$ cat config.mk
export PLATFORM = sky130hd
export DESIGN_NAME = uart_bus_responder
export DESIGN_NICKNAME = d
export VERILOG_FILES = /design/src/rtl/uart_bus_responder_pkg.sv /design/src/rtl/uart_tx_fifo.sv /design/src/rtl/uart_bus_responder.sv
export SDC_FILE = /design/constraint.sdc
export NUM_CORES = 1
export LEC_CHECK = 0
export BUFFER_PORTS_ARGS = -buffer_cell sky130_fd_sc_hd__buf_2
export CELL_PAD_IN_SITES_DETAIL_PLACEMENT = 1
export CELL_PAD_IN_SITES_GLOBAL_PLACEMENT = 1
export CORE_MARGIN = 10
export CORE_UTILIZATION = 49
export CTS_BUF_LIST = sky130_fd_sc_hd__clkbuf_8
export DETAILED_ROUTE_END_ITERATION = 12
export PLACE_DENSITY_LB_ADDON = 0.1
export SKIP_CTS_REPAIR_TIMING = 1
export SLEW_MARGIN = 20
export SYNTH_ARGS = -nofsm -noshare
export SYNTH_HDL_FRONTEND = slang
export SYNTH_SLANG_ARGS = --single-unit
$ cat constraint.sdc
create_clock -name clock -period 5.1 [get_ports clock]
set_input_delay 0 -clock clock [delete_from_list [all_inputs] [get_ports clock]]
set_output_delay 0 -clock clock [all_outputs]
set_load 0.01 [all_outputs]
$ cat src/rtl/uart_bus_responder_pkg.sv
// Shared definitions for the memory-mapped UART responder: register offsets,
// STATUS bit positions, serializer/receiver state encodings and frame shape.
package uart_bus_responder_pkg;

  // Register select values taken from HADDR[3:2]
  localparam logic [1:0] REG_TXDATA = 2'd0;
  localparam logic [1:0] REG_STATUS = 2'd1;
  localparam logic [1:0] REG_RXDATA = 2'd2;
  localparam logic [1:0] REG_BAUD   = 2'd3;

  // STATUS register bit positions
  localparam int ST_TX_FULL     = 0;
  localparam int ST_TX_EMPTY    = 1;
  localparam int ST_TX_BUSY     = 2;
  localparam int ST_RX_VALID    = 3;
  localparam int ST_RX_OVERRUN  = 4;
  localparam int ST_TX_OVERFLOW = 5;
  localparam int ST_FRAMING_ERR = 6;
  localparam int STATUS_BITS    = 7;

  // 8N1 frame: start + 8 data + stop
  localparam int FRAME_BITS = 10;
  localparam logic [2:0] LAST_DATA_BIT = 3'(FRAME_BITS - 3);

  typedef enum logic [1:0] {
    TX_IDLE  = 2'd0,
    TX_START = 2'd1,
    TX_DATA  = 2'd2,
    TX_STOP  = 2'd3
  } txState_t;

  typedef enum logic [1:0] {
    RX_IDLE  = 2'd0,
    RX_START = 2'd1,
    RX_DATA  = 2'd2,
    RX_STOP  = 2'd3
  } rxState_t;

  // A programmed divisor of zero is treated as one clock per bit
  function automatic logic [15:0] effectiveDiv(input logic [15:0] div);
    return (div == 16'd0) ? 16'd1 : div;
  endfunction

endpackage

$ cat src/rtl/uart_tx_fifo.sv
// Transmit byte FIFO. A push while full is accepted only when a pop happens
// in the same cycle; pops on an empty FIFO are ignored.
module uart_tx_fifo #(
  parameter int DEPTH = 8,
  parameter int WIDTH = 8
) (
  input  logic                       clock,
  input  logic                       reset,
  input  logic                       push,
  input  logic [WIDTH-1:0]           pushData,
  input  logic                       pop,
  output logic [WIDTH-1:0]           popData,
  output logic                       full,
  output logic                       empty,
  output logic [$clog2(DEPTH):0]     count
);
  localparam int AW = $clog2(DEPTH);
  localparam logic [AW:0] FULL_COUNT = DEPTH[AW:0];

  logic [WIDTH-1:0] mem_r [DEPTH];
  logic [AW-1:0]    wrPtr_r;
  logic [AW-1:0]    rdPtr_r;
  logic [AW:0]      count_r;
  logic             pushOk_s;
  logic             popOk_s;

  assign full     = (count_r == FULL_COUNT);
  assign empty    = (count_r == {(AW+1){1'b0}});
  assign count    = count_r;
  assign popData  = mem_r[rdPtr_r];
  assign popOk_s  = pop && !empty;
  assign pushOk_s = push && (!full || popOk_s);

  // Pointer and occupancy bookkeeping
  always_ff @(posedge clock) begin
    if (!reset) begin
      wrPtr_r <= {AW{1'b0}};
      rdPtr_r <= {AW{1'b0}};
      count_r <= {(AW+1){1'b0}};
    end else begin
      if (pushOk_s) wrPtr_r <= wrPtr_r + AW'(1);
      if (popOk_s)  rdPtr_r <= rdPtr_r + AW'(1);
      case ({pushOk_s, popOk_s})
        2'b10:   count_r <= count_r + (AW+1)'(1);
        2'b01:   count_r <= count_r - (AW+1)'(1);
        default: count_r <= count_r;
      endcase
    end
  end

  // Storage array; contents are don't-care until written
  always_ff @(posedge clock) begin
    if (pushOk_s) mem_r[wrPtr_r] <= pushData;
  end

endmodule

$ cat src/rtl/uart_bus_responder.sv
// UART peripheral on the core's data bus. Reads are combinational, writes
// land on the clock edge. TXDATA writes feed a FIFO drained by an 8N1
// serializer. Define UART_RX_EN to build the receiver (rx port, RXDATA and
// STATUS bits 3/4/6); without it those read as zero.
module uart_bus_responder
  import uart_bus_responder_pkg::*;
#(
  parameter int                LENGTH      = 32,
  parameter logic [LENGTH-1:0] BASE_ADDR   = 32'h1000_0000,
  parameter int                FIFO_DEPTH  = 8,
  parameter logic [15:0]       DEFAULT_DIV = 16'd434
) (
  input  logic              clock,
  input  logic              reset,
  input  logic [LENGTH-1:0] HADDR,
  input  logic [LENGTH-1:0] HWDATA,
  input  logic              MemWrite,
  output logic [LENGTH-1:0] HRDATA,
  output logic              tx
`ifdef UART_RX_EN
  ,
  input  logic              rx
`endif
);
  logic                      select_s, pushTx_s, wrStatus_s, wrBaud_s;
  logic [1:0]                regSel_s;
  logic [15:0]               div_r, effDiv_s;
  logic                      txOvf_r, txOvfSet_s;
  logic                      fifoFull_s, fifoEmpty_s, txPop_s;
  logic [7:0]                fifoData_s;
  logic [$clog2(FIFO_DEPTH):0] fifoCount_s;
  txState_t                  txState_r, txStateNext_s;
  logic [15:0]               txTimer_r, txTimerNext_s;
  logic [2:0]                txBit_r, txBitNext_s;
  logic [7:0]                txShift_r, txShiftNext_s;
  logic                      txNext_s;
  logic [STATUS_BITS-1:0]    statusVec_s;
  logic [LENGTH-1:0]         readData_s;
  logic                      rxValidBit_s, rxOverrunBit_s, framingBit_s;
  logic [7:0]                rxByteOut_s;
  logic                      unusedBits_s;

  assign select_s   = (HADDR[LENGTH-1:4] == BASE_ADDR[LENGTH-1:4]);
  assign regSel_s   = HADDR[3:2];
  assign pushTx_s   = select_s && MemWrite && (regSel_s == REG_TXDATA);
  assign wrStatus_s = select_s && MemWrite && (regSel_s == REG_STATUS);
  assign wrBaud_s   = select_s && MemWrite && (regSel_s == REG_BAUD);
  assign effDiv_s   = effectiveDiv(div_r);
  assign txOvfSet_s = pushTx_s && fifoFull_s && !txPop_s;
  assign unusedBits_s = &{1'b0, HWDATA[LENGTH-1:16], HADDR[1:0], fifoCount_s};

  uart_tx_fifo #(.DEPTH(FIFO_DEPTH), .WIDTH(8)) txFifo (
    .clock    (clock),
    .reset    (reset),
    .push     (pushTx_s),
    .pushData (HWDATA[7:0]),
    .pop      (txPop_s),
    .popData  (fifoData_s),
    .full     (fifoFull_s),
    .empty    (fifoEmpty_s),
    .count    (fifoCount_s)
  );

  // Baud divisor and sticky TX overflow flag (set beats W1C)
  always_ff @(posedge clock) begin
    if (!reset) begin
      div_r   <= DEFAULT_DIV;
      txOvf_r <= 1'b0;
    end else begin
      if (wrBaud_s) div_r <= HWDATA[15:0];
      txOvf_r <= txOvfSet_s ? 1'b1
               : ((wrStatus_s && HWDATA[ST_TX_OVERFLOW]) ? 1'b0 : txOvf_r);
    end
  end

  // Serializer next state: bit timer reloads from the divisor at every boundary
  always_comb begin
    txStateNext_s = txState_r;
    txTimerNext_s = txTimer_r;
    txBitNext_s   = txBit_r;
    txShiftNext_s = txShift_r;
    txPop_s       = 1'b0;
    case (txState_r)
      TX_IDLE: begin
        if (!fifoEmpty_s) begin
          txPop_s       = 1'b1;
          txStateNext_s = TX_START;
          txTimerNext_s = effDiv_s;
          txShiftNext_s = fifoData_s;
        end else begin
          txStateNext_s = TX_IDLE;
        end
      end
      TX_START: begin
        if (txTimer_r == 16'd1) begin
          txStateNext_s = TX_DATA;
          txTimerNext_s = effDiv_s;
          txBitNext_s   = 3'd0;
        end else begin
          txTimerNext_s = txTimer_r - 16'd1;
        end
      end
      TX_DATA: begin
        if (txTimer_r == 16'd1) begin
          txTimerNext_s = effDiv_s;
          if (txBit_r == LAST_DATA_BIT) begin
            txStateNext_s = TX_STOP;
          end else begin
            txBitNext_s   = txBit_r + 3'd1;
            txShiftNext_s = {1'b0, txShift_r[7:1]};
          end
        end else begin
          txTimerNext_s = txTimer_r - 16'd1;
        end
      end
      TX_STOP: begin
        if (txTimer_r == 16'd1) begin
          if (!fifoEmpty_s) begin
            txPop_s       = 1'b1;
            txStateNext_s = TX_START;
            txTimerNext_s = effDiv_s;
            txShiftNext_s = fifoData_s;
          end else begin
            txStateNext_s = TX_IDLE;
          end
        end else begin
          txTimerNext_s = txTimer_r - 16'd1;
        end
      end
      default: txStateNext_s = TX_IDLE;
    endcase
  end

  // Line level for the state being entered, so tx is a clean register output
  always_comb begin
    case (txStateNext_s)
      TX_START: txNext_s = 1'b0;
      TX_DATA:  txNext_s = txShiftNext_s[0];
      default:  txNext_s = 1'b1;
    endcase
  end

  // Serializer registers; reset aborts any frame and idles the line high
  always_ff @(posedge clock) begin
    if (!reset) begin
      txState_r <= TX_IDLE;
      txTimer_r <= 16'd0;
      txBit_r   <= 3'd0;
      txShift_r <= 8'd0;
      tx        <= 1'b1;
    end else begin
      txState_r <= txStateNext_s;
      txTimer_r <= txTimerNext_s;
      txBit_r   <= txBitNext_s;
      txShift_r <= txShiftNext_s;
      tx        <= txNext_s;
    end
  end

`ifdef UART_RX_EN
  logic        rxMeta_r, rxSync_r;
  rxState_t    rxState_r, rxStateNext_s;
  logic [15:0] rxTimer_r, rxTimerNext_s, halfDiv_s;
  logic [2:0]  rxBit_r, rxBitNext_s;
  logic [7:0]  rxShift_r, rxShiftNext_s, rxByte_r;
  logic        rxValid_r, rxOverrun_r, frameErr_r, rxDone_s, rxBad_s;

  assign halfDiv_s = (effDiv_s[15:1] == 15'd0) ? 16'd1 : {1'b0, effDiv_s[15:1]};

  // Two-flop synchronizer for the asynchronous serial input
  always_ff @(posedge clock) begin
    if (!reset) begin
      rxMeta_r <= 1'b1;
      rxSync_r <= 1'b1;
    end else begin
      rxMeta_r <= rx;
      rxSync_r <= rxMeta_r;
    end
  end

  // Receiver next state: confirm start at half-bit, then sample at mid-bit
  always_comb begin
    rxStateNext_s = rxState_r;
    rxTimerNext_s = rxTimer_r;
    rxBitNext_s   = rxBit_r;
    rxShiftNext_s = rxShift_r;
    rxDone_s      = 1'b0;
    rxBad_s       = 1'b0;
    case (rxState_r)
      RX_IDLE: begin
        if (!rxSync_r) begin
          rxStateNext_s = RX_START;
          rxTimerNext_s = halfDiv_s;
        end else begin
          rxStateNext_s = RX_IDLE;
        end
      end
      RX_START: begin
        if (rxTimer_r == 16'd1) begin
          if (!rxSync_r) begin
            rxStateNext_s = RX_DATA;
            rxTimerNext_s = effDiv_s;
            rxBitNext_s   = 3'd0;
          end else begin
            rxStateNext_s = RX_IDLE;
          end
        end else begin
          rxTimerNext_s = rxTimer_r - 16'd1;
        end
      end
      RX_DATA: begin
        if (rxTimer_r == 16'd1) begin
          rxShiftNext_s = {rxSync_r, rxShift_r[7:1]};
          rxTimerNext_s = effDiv_s;
          if (rxBit_r == LAST_DATA_BIT) begin
            rxStateNext_s = RX_STOP;
          end else begin
            rxBitNext_s = rxBit_r + 3'd1;
          end
        end else begin
          rxTimerNext_s = rxTimer_r - 16'd1;
        end
      end
      RX_STOP: begin
        if (rxTimer_r == 16'd1) begin
          if (rxSync_r) begin
            rxDone_s = 1'b1;
          end else begin
            rxBad_s = 1'b1;
          end
          rxStateNext_s = RX_IDLE;
        end else begin
          rxTimerNext_s = rxTimer_r - 16'd1;
        end
      end
      default: rxStateNext_s = RX_IDLE;
    endcase
  end

  // Receiver registers and sticky RX flags (set beats W1C)
  always_ff @(posedge clock) begin
    if (!reset) begin
      rxState_r   <= RX_IDLE;
      rxTimer_r   <= 16'd0;
      rxBit_r     <= 3'd0;
      rxShift_r   <= 8'd0;
      rxByte_r    <= 8'd0;
      rxValid_r   <= 1'b0;
      rxOverrun_r <= 1'b0;
      frameErr_r  <= 1'b0;
    end else begin
      rxState_r <= rxStateNext_s;
      rxTimer_r <= rxTimerNext_s;
      rxBit_r   <= rxBitNext_s;
      rxShift_r <= rxShiftNext_s;
      if (rxDone_s) rxByte_r <= rxShift_r;
      rxValid_r   <= rxDone_s ? 1'b1
                   : ((wrStatus_s && HWDATA[ST_RX_VALID]) ? 1'b0 : rxValid_r);
      rxOverrun_r <= (rxDone_s && rxValid_r) ? 1'b1
                   : ((wrStatus_s && HWDATA[ST_RX_OVERRUN]) ? 1'b0 : rxOverrun_r);
      frameErr_r  <= rxBad_s ? 1'b1
                   : ((wrStatus_s && HWDATA[ST_FRAMING_ERR]) ? 1'b0 : frameErr_r);
    end
  end

  assign rxValidBit_s   = rxValid_r;
  assign rxOverrunBit_s = rxOverrun_r;
  assign framingBit_s   = frameErr_r;
  assign rxByteOut_s    = rxByte_r;
`else
  assign rxValidBit_s   = 1'b0;
  assign rxOverrunBit_s = 1'b0;
  assign framingBit_s   = 1'b0;
  assign rxByteOut_s    = 8'd0;
`endif

  // STATUS register image
  always_comb begin
    statusVec_s = {STATUS_BITS{1'b0}};
    statusVec_s[ST_TX_FULL]     = fifoFull_s;
    statusVec_s[ST_TX_EMPTY]    = fifoEmpty_s;
    statusVec_s[ST_TX_BUSY]     = (txState_r != TX_IDLE);
    statusVec_s[ST_RX_VALID]    = rxValidBit_s;
    statusVec_s[ST_RX_OVERRUN]  = rxOverrunBit_s;
    statusVec_s[ST_TX_OVERFLOW] = txOvf_r;
    statusVec_s[ST_FRAMING_ERR] = framingBit_s;
  end

  // Zero-latency read mux; unselected addresses read zero
  always_comb begin
    readData_s = {LENGTH{1'b0}};
    if (select_s) begin
      case (regSel_s)
        REG_TXDATA: readData_s = {LENGTH{1'b0}};
        REG_STATUS: readData_s[STATUS_BITS-1:0] = statusVec_s;
        REG_RXDATA: readData_s[7:0] = rxByteOut_s;
        REG_BAUD:   readData_s[15:0] = div_r;
        default:    readData_s = {LENGTH{1'b0}};
      endcase
    end else begin
      readData_s = {LENGTH{1'b0}};
    end
  end

  assign HRDATA = readData_s;

endmodule

==> results of run 1 <==
## metrics by stage
step           area [µm²]  cells   util  hold slack [ns]  setup WS (ns)
6_report             6840    784  0.574         0.000831           1.44
4_1_cts              6650    765  0.558           -0.222           1.42
2_1_floorplan        5980    555      -           0.0989           1.92
3_3_place_gp         6300    733  0.529            0.235           1.63
5_1_grt              6840    784  0.574           0.0265           1.19
3_5_place_dp         6300    733  0.529            0.242           1.54
## kinds of logic after synthesis
| group | synth area share |
|---|---|
| compound gates | 0.124 |
| xor+xnor | 0.0104 |
| fa+ha+maj | 0.0296 |
| buf+inv | 0.0533 |
| flops | 0.528 |
| mux | 0.0812 |
| other cells | 0.000634 |
| simple gates | 0.173 |
## worst min-delay path by stage
stage / from / endpoint / cells past startpoint
3_5_place_dp: HWDATA[8] / div_r[8] / 3
5_1_grt: MemWrite / txOvf_r / 4
6_report: MemWrite / txOvf_r / 4
3_3_place_gp: HWDATA[8] / div_r[8] / 3
4_1_cts: HWDATA[15] / div_r[15] / 3
2_1_floorplan: HWDATA[0] / txFifo.mem_r[0][0] / 0
## critical path, delay by kind of cell (launching register included)
family	cells	cell delay (ns)
compound gates	4	1.12
fa+ha+maj	3	0.84
flops	1	0.41
simple gates	3	0.94
xor+xnor	2	0.27
## state kept, by name (all words and copies together), names as in the netlist, named ones only
name            cells
txFifo.count        4
txState_r           2
txFifo.mem_r       64
txBit_r             3
txFifo.rdPtr_r      3
tx                  1
txShift_r           8
txTimer_r          16
txOvf_r             1
div_r              16
txFifo.wrPtr_r      3
## synthesized netlist by cell type (all sizes together) (5+ instances only)
cell type	number	area share
nand2	48	0.030
edfxtp	64	0.32
mux2i	12	0.020
nor3b	5	0.0072
dfxtp	60	0.20
a21oi	45	0.038
inv	14	0.0089
clkbuf	16	0.010
xor2	6	0.0089
a221oi	5	0.0074
o211a	6	0.010
nor2b	5	0.0053
and2	16	0.017
o21ai	23	0.021
ha	14	0.030
nor4b	5	0.0099
buf	28	0.033
nor3	9	0.0076
nand3	10	0.0085
nor2	56	0.036
nor4	20	0.027
o22ai	7	0.0074
mux4	16	0.061
## routing by layer
metal / global-route usage / wire length, µm / vias up
met1: 0.241 / 6720 / 2253
met4: 0.0489 / 136 / 0
li1: - / - / 2154
met3: 0.0430 / 674 / 13
met2: 0.311 / 8170 / 86
met5: 0 / 0 / -
## power groups by stage
stage | Combinational, mW | Sequential [mW] | Clock, mW
4_1_cts | 0.0458 | 1.05 | 0.791
6_report | 0.0575 | 1.05 | 0.769
5_1_grt | 0.0635 | 1.05 | 0.844
3_5_place_dp | 0.0457 | 1.07 | 0
3_3_place_gp | 0.0440 | 1.07 | 0
2_1_floorplan | 0.0240 | 1.07 | 0
## area by class of cell
| type | count | area share |
|---|---|---|
| tap | 147 | 0.0269 |
| clock buffer | 17 | 0.0342 |
| inverter | 15 | 0.00823 |
| timing repair buffer | 94 | 0.0864 |
| multi-input combinational | 372 | 0.371 |
| clock inverter | 15 | 0.0165 |
| sequential | 124 | 0.457 |
==> metrics, run 1 <==
status finished, final reports clean; Inserted Clock Buffers 17; via-per-instance ratio between 5 and 6; I/O Pins 100; Max Buffers Root-to-Sink 2; n_diodes 0; Root Driver clkbuf_8; largest fanout on the critical path 11; sequential fraction of the synthesis area 0.528; Remaining DRCs 0; antenna violations before repair 0; internal power 1.41 mW; crit path DAT 4.02 ns; worst r2r src txState_r[1]; worst reg2reg setup slack 1.44 ns; share of cells above drive strength 1 0.214; first-pass GRT wire length 24500 µm; CP Capture Type flop; initial core utilization 0.497; Core Region 11900 µm²; Die H 130 µm; Req. time, crit path 5.46 ns; largest net degree at the start of global routing 44; Warnings, synthesis 0; end of the critical path txFifo.count[2]; Cell Chain, Critical Path ha_1, nor4b_1, nand4_2, a211oi_4, o21ai_4, ha_1, xor2_1, ha_1, a21oi_1, xor2_1, or3_1, a21oi_1; Antenna Violating Nets Remaining 0; cell count after synthesis 540; fin crit share 0.718; max incr delay on CP approximately 0.6 ns; Area Growth Syn to Fin 15.5%; RD Place Congestion 0.800; GRT overflow 0; reg2reg end txFifo.count[2]; Synth cell types 60; Syn Area/Cell 11.0 µm²; port buffer count 65; Clk Latency, worst-skew pair roughly 0.43 ns; worst hold path type input port to flop; first drt pass iteration count 5; ys flop type edfxtp_1; switching share of power 0.246; gr usage total 0.187; static leakage 2.56 nW; die width 130 µm; fillcell total 1328; unrepaired setup endpoints after global routing false; Final Power 1.87 mW; Peak VDD IR 0.207 mV; Slew HR 0.421; H-tree depth 4; logic gate share of total power 0.031; post-layout min period 3.66 ns; flop and latch count out of synthesis 124; Multi-input gate area 2540 µm²; CP max-delay cell a211oi_4; routed via count 4506; fin nets roughly 710; CTS tree done; FF/Latch Area 3120 µm²; Post-synth EDFFs between 60 and 70; Worst-Margin Slew 0.867 ns; most frequent cells in the layout 65 x buf_2, 64 x edfxtp_1, 59 x dfxtp_1, 56 x nor2_1, 48 x nand2_1; worst reg-to-reg path cell count 12; FP Rows 40; CP startpoint txState_r[1]; Clk network pwr share 0.411; Post-synth ARST share 0; Final Hold Viols 0; critical path class flop to flop; vias in the first global route 4606; switching power 0.461 mW; crit start category flop; Reg power frac 0.558; fmax 273 MHz; drt wl/cell between 20 and 25 µm; clock sinks 124; clock skew 0.0108 ns; Mapped Area a little under 6000 µm²; setup tns final 0 ns; clk slew on worst S/H paths roughly 0.08 ns; max-slew violation count 0; Setup violations, final 0; PwrDens about 270 nW/µm²; DP HPWL 11000 µm; die area roughly 17000 µm²; maxcap violations 0; total wire length 15700 µm; CP dominant cell by count ha_1; most common cell after layout, fill and taps aside buf_2; DR iter-0 viols 311
No activity file was read; power rests on OpenSTA's default activity.
==> run 2, diff against run 1 <==
--- a/config.mk
+++ b/config.mk
@@ -9,7 +9,7 @@
 export CELL_PAD_IN_SITES_DETAIL_PLACEMENT = 1
 export CELL_PAD_IN_SITES_GLOBAL_PLACEMENT = 1
 export CORE_MARGIN = 10
-export CORE_UTILIZATION = 49
+export CORE_UTILIZATION = 41
 export CTS_BUF_LIST = sky130_fd_sc_hd__clkbuf_8
 export DETAILED_ROUTE_END_ITERATION = 12
 export PLACE_DENSITY_LB_ADDON = 0.1
==> constraint.sdc (replaced) <==
create_clock -name clock -period 3 [get_ports clock]
set_input_delay 0 -clock clock [delete_from_list [all_inputs] [get_ports clock]]
set_output_delay 0 -clock clock [all_outputs]
set_load 0.01 [all_outputs]
==> run 2 against run 1 <==
Sequential cell count unchanged. Sequential power increased by 70%. Fmax increased by 28%. Die area increased by 16%. Clock skew increased by 0.0049 ns. Largest power group unchanged.
==> metrics, run 2 (same netlist as run 1, synthesis figures left out) <==
crit-path leading delay family simple AND/OR/NAND/NOR gates; FF/Latch Area 3120 µm² (unchanged); CP Capture Type flop; die width 140 µm (+7.9%); utilization after layout 0.513 (-0.0608); clock sinks 124 (unchanged); critical path class flop to flop; Top reg by flops txFifo.mem_r; DR iter-0 viols 348 (+12%); Clk Latency, worst-skew pair 0.44 ns (about the same); gr usage total 0.163 (-0.0237); first drt pass iteration count 6 (+1); met2 global-route usage 0.267 (-0.0442); largest net degree at the start of global routing 45 (+2.3%); logic gate share of total power 0.028 (-0.003); antenna violations before repair 0 (unchanged); crit path DAT 3.24 ns (-0.78 ns); via-per-instance ratio 5.46 (-4.9%); CTS tree done; Root Driver clkbuf_8; H-tree depth 4 (unchanged); crit start category flop; Multi-input gate area 2580 µm² (+1.9%); Setup violations, final 0 (unchanged); maxcap violations 0 (unchanged); post-layout min period 2.87 ns (-0.792 ns); setup tns final 0 ns (unchanged); unrepaired setup endpoints after global routing false; Largest regs txFifo.mem_r: 64 flops, div_r: 16 flops, txTimer_r: 16 flops; max reg flops 64 (unchanged); routed via count 4595 (+2.0%); PwrDens 479 nW/µm² (+75%); CP max-delay cell dfxtp_1; CP dominant cell by count a21oi_1; Slew HR 0.448 (+0.0268); Area Growth Syn to Fin 21.3%; DP Worst Slack 0.00917 ns (-1.53 ns); status finished, final reports clean; most frequent cells in the layout 65 x buf_2, 64 x edfxtp_1, 59 x dfxtp_1, 56 x nor2_1, 48 x nand2_1; max incr delay on CP 0.34 ns (-0.26 ns); total wire length 16400 µm (+4.7%); Final Hold Viols 0 (unchanged); GRT overflow 0 (unchanged); initial core utilization 0.423 (-0.0738); drt wl/cell 19.5 µm (-2.4%); switching power 0.785 mW (+70%); Remaining DRCs 0 (unchanged); switching share of power 0.228 (-0.0177); Clk network pwr share 0.455 (+0.044); Reg power frac 0.517 (-0.041); Max Buffers Root-to-Sink 2 (unchanged); GR met3 Demand/Resource 0.0446 (+0.00162); n_diodes 0 (unchanged); met1 usage 0.209 (-0.0318); worst path bufs/invs 3 (+3); Worst-Margin Slew 0.828 ns (-0.0388 ns); clk slew on worst S/H paths 0.08 ns (about the same); static leakage 2.72 nW (+6.6%); FP Rows 43 (+7.5%); Cell Chain, Critical Path inv_1, ha_1, nor4b_4, nand4_4, a211oi_4, buf_6, buf_4, ha_2, nor2b_1, a21oi_1, o32a_1, or3_1, a21oi_1; fin crit share 0.957 (+0.239); die area 19600 µm² (+16%); DP HPWL 11700 µm (+6.2%); vias in the first global route 4745 (+3.0%); max-slew violation count 0 (unchanged); Inserted Clock Buffers 17 (unchanged); Peak VDD IR 0.375 mV (+81%); share of cells above drive strength 1 0.254 (+0.0407); I/O Pins 100 (unchanged); largest fanout on the critical path 4 (-7); first-pass GRT wire length 25800 µm (+5.2%); Antenna Violating Nets Remaining 0 (unchanged); RD Place Congestion 0.797 (-0.35%); fillcell total 1594 (+20%); Req. time, crit path 3.37 ns (-2.09 ns); fmax 348 MHz (+28%); Core Region 14000 µm² (+17%); Final WS setup 0.128 ns (-1.31 ns); clock skew 0.0157 ns (+0.00494 ns); most common cell after layout, fill and taps aside buf_2; grt peak-use layer met2; port buffer count 65 (unchanged); worst hold path type input port to flop; fin nets 729 (+3.4%); Die H 140 µm (+7.9%); internal power 2.65 mW (+88%)
run 2: cell types whose count changed in the layout (fill, tap and decap cells not counted), sizes merged:
cell	delta
buf	+25
clkinvlp	-3
bufinv	+3
dlygate4sd3	-1
run 2: power by group through the flow:
| stage | registers (mW) | logic [mW] | clock network (mW) |
|---|---|---|---|
| CTS | 1.78 | 0.0792 | 1.60 |
| finish | 1.78 | 0.0974 | 1.56 |
| global placement | 1.82 | 0.0760 | 0 |
| detailed placement | 1.82 | 0.0790 | 0 |
| floorplan | 1.82 | 0.0408 | 0 |
| global route | 1.78 | 0.107 | 1.68 |
run 2: path summary, 6_finish.rpt:
| path | slack (ns) | cells after the start | startpoint | end |
|---|---|---|---|---|
| max | 0.13 | 13 | txTimer_r[1] | txFifo.count[3] |
| min reg2reg | 0.51 | 2 | txOvf_r | txOvf_r |
| max reg2reg | 0.13 | 13 | txTimer_r[1] | txFifo.count[3] |
| min | 0.03 | 5 | HADDR[2] | txOvf_r |
run 2: area by class of cell:
class,count,area share
Clock buffer,17,0.0326
Clock inverter,15,0.0256
Inverter,15,0.00784
Multi-Input combinational cell,372,0.360
Sequential cell,124,0.435
Tap cell,180,0.0314
Timing Repair Buffer,118,0.108
run 2: stage by stage:
step | instance area, µm² | hold WS, ns | power, mW | std cells
2_1_floorplan | 5990 | 0.0989 | 1.86 | 555
3_3_place_gp | 6510 | 0.243 | 1.89 | 786
3_5_place_dp | 6510 | 0.251 | 1.90 | 786
4_1_cts | 6930 | -0.228 | 3.45 | 818
5_1_grt | 7180 | 0.0183 | 3.56 | 841
6_report | 7180 | 0.0265 | 3.44 | 841
run 2: metal layers:
metal | up-vias | wire length, µm
li1 | 2197 | -
met1 | 2288 | 7450
met2 | 98 | 8080
met3 | 12 | 797
met4 | 0 | 109
met5 | - | 0
run 2: worst register-to-register path, stage by stage (launching register included):
cell and delay, ns:
dfxtp_1 0.34, inv_1 0.11, ha_1 0.16, nor4b_4 0.27, nand4_4 0.17, a211oi_4 0.27, buf_6 0.16, buf_4 0.14
ha_2 0.22, nor2b_1 0.14, a21oi_1 0.06, o32a_1 0.30, or3_1 0.32, a21oi_1 0.16
==> run 3, diff against run 2 <==
--- a/config.mk
+++ b/config.mk
@@ -9,7 +9,7 @@
 export CELL_PAD_IN_SITES_DETAIL_PLACEMENT = 1
 export CELL_PAD_IN_SITES_GLOBAL_PLACEMENT = 1
 export CORE_MARGIN = 10
-export CORE_UTILIZATION = 41
+export CORE_UTILIZATION = 49
 export CTS_BUF_LIST = sky130_fd_sc_hd__clkbuf_8
 export DETAILED_ROUTE_END_ITERATION = 12
 export PLACE_DENSITY_LB_ADDON = 0.1
==> constraint.sdc (replaced) <==
create_clock -name clock -period 3.5 [get_ports clock]
set_input_delay 0 -clock clock [delete_from_list [all_inputs] [get_ports clock]]
set_output_delay 0 -clock clock [all_outputs]
set_load 0.01 [all_outputs]
==> run 3 against run 2 <==
Final cell count shrank 4.9%. Clock skew is essentially flat. Sequential power shrank 15%. Largest power group unchanged. Register-to-register slack gained 0.26 ns. First-iteration DRC count grew 15%. Combinational power shrank 15%. Sequential share of layout area grew 1.0 points. Critical path type unchanged. Sequential cell count is the same. Hold slack lost 0.017 ns. Worst setup slack gained 0.26 ns. Clock power shrank 14%. Global-route usage grew 3.9 points.
==> metrics, run 3 (same netlist as run 1, synthesis figures left out) <==
Antenna Violating Nets Remaining 0 (unchanged); Max Buffers Root-to-Sink 2 (unchanged); I/O Pins 100 (unchanged); via-per-instance ratio 5.85 (+7.0%); Hold Crit Start MemWrite; drt wl/cell 21.1 µm (+8.2%); Remaining DRCs 0 (unchanged); RD Place Congestion 0.823 (+3.1%); largest fanout on the critical path 11 (+7); internal power 2.22 mW (-16%); Hold Path Depth 4 (-1); end of the critical path txFifo.count[2]; Area Growth Syn to Fin 18.5%; DP Worst Slack 0.322 ns (+0.313 ns); unrepaired setup endpoints after global routing false; Clk Latency, worst-skew pair 0.46 ns (+0.02 ns); largest net degree at the start of global routing 44 (-2.2%); static leakage 2.67 nW (-2.0%); Post-DP Area 6400 µm² (-1.7%); fin cells 800 (-4.9%); setup tns final 0 ns (unchanged); post-layout min period 3.11 ns (+0.239 ns); worst r2r src txState_r[0]; crit path DAT 3.49 ns (+0.25 ns); antenna violations before repair 1 (+1); H-tree depth 4 (unchanged); most common cell after layout, fill and taps aside buf_2; worst reg2reg setup slack 0.39 ns (+0.26 ns); maxcap violations 0 (unchanged); die width 130 µm (-7.3%); Peak VDD IR 0.266 mV (-29%); share of cells above drive strength 1 0.233 (-0.0210); crit start category flop; max-slew violation count 0 (unchanged); PwrDens 419 nW/µm² (-12%); critical path class flop to flop; most frequent cells in the layout 65 x buf_2, 64 x edfxtp_1, 60 x dfxtp_1, 56 x nor2_1, 48 x nand2_1; first-pass GRT wire length 26400 µm (+2.5%); Slew HR 0.435 (-0.0128); CP startpoint txState_r[0]; clk slew on worst S/H paths 0.09 ns (about the same); GRT overflow 0 (unchanged); Final Hold Viols 0 (unchanged); reg2reg end txFifo.count[2]; Inserted Clock Buffers 17 (unchanged); Top reg by flops txFifo.mem_r; clock sinks 124 (unchanged); CTS tree done; Root Driver clkbuf_8; logic gate share of total power 0.028 (about the same); switching share of power 0.247 (+0.0184); fmax 321 MHz (-7.7%); CP Capture Type flop; total wire length 16900 µm (+2.9%); DR iter-0 viols 400 (+15%); Largest regs txFifo.mem_r: 64 flops, div_r: 16 flops, txTimer_r: 16 flops; fin crit share 0.889 (-0.0684); Core Region 11900 µm² (-15%); status finished, final reports clean; worst reg-to-reg path cell count 13 (unchanged); first drt pass iteration count 5 (-1); port buffer count 65 (unchanged); max reg flops 64 (unchanged); DP HPWL 11800 µm (+1.1%); placed cells 746 (-5.1%); routed via count 4678 (+1.8%); Setup violations, final 0 (unchanged); switching power 0.726 mW (-7.6%); Final WS setup 0.389 ns (+0.261 ns); die area 16900 µm² (-14%); Design Area, Final 7010 µm² (-2.3%); initial core utilization 0.497 (+0.0738); Worst-Margin Slew 0.847 ns (+0.0192 ns); Die H 130 µm (-7.3%); fin nets 720 (-1.2%); vias in the first global route 4865 (+2.5%); worst hold path type input port to flop; FP Rows 40 (-7.0%); Req. time, crit path 3.88 ns (+0.51 ns); Clk network pwr share 0.454 (about the same); gr usage total 0.202 (+0.0390); clock skew 0.0158 ns (+0.000111 ns); Reg power frac 0.518 (about the same)
run 3: cell count changes in the layout (fill, tap and decap cells not counted), moves of 2 or more:
cell	before	now
buf_4	34	26
nor4b_1	1	4
ha_1	12	14
ha_2	2	0
inv_8	0	2
nor4b_2	2	0
run 3: power by group through the flow:
| stage | Clock [mW] | Combinational (mW) | Sequential [mW] |
|---|---|---|---|
| 6_report | 1.34 | 0.0829 | 1.52 |
| 5_1_grt | 1.42 | 0.0923 | 1.52 |
| 2_1_floorplan | 0 | 0.0350 | 1.56 |
| 3_3_place_gp | 0 | 0.0643 | 1.56 |
| 3_5_place_dp | 0 | 0.0671 | 1.56 |
| 4_1_cts | 1.36 | 0.0673 | 1.52 |
run 3: critical path, cell delays in order, from the launching register on:
cell and delay, ns:
dfxtp_1 0.42, ha_1 0.20, nor4b_1 0.29, nand4_2 0.21, a211oi_4 0.23, buf_4 0.19
o21ai_4 0.11, ha_1 0.27, xor2_1 0.16, ha_1 0.19, a21oi_1 0.17, xor2_1 0.11
or3_1 0.31, a21oi_1 0.15
run 3: worst min path at each step:
stage                         endpoint
finish                         txOvf_r
detailed placement            div_r[8]
floorplan           txFifo.mem_r[0][0]
CTS                          div_r[10]
global placement              div_r[8]
global route                   txOvf_r
run 3: area by class of cell:
class,instances,area (µm²)
Clock buffer,17,234
Multi-Input combinational cell,372,2540
Tap cell,147,184
Fill cell,1306,4900
Antenna cell,1,2.50
Timing Repair Buffer,109,701
Clock inverter,15,175
Inverter,15,56.3
Sequential cell,124,3120
run 3: layer usage:
layer	vias to the layer above	track usage	part of all wire
met3	26	0.0491	0.039
li1	2173	-	-
met4	0	0.0569	0.015
met1	2363	0.251	0.43
met5	-	0	0
met2	116	0.344	0.52
run 3: through the flow:
stage	power (mW)	utilization	hold WS, ns
6_report	2.94	0.589	0.0100
5_1_grt	3.04	0.589	0.0142
4_1_cts	2.95	0.572	-0.238
3_5_place_dp	1.62	0.537	0.244
3_3_place_gp	1.62	0.537	0.230
2_1_floorplan	1.59	-	0.0989
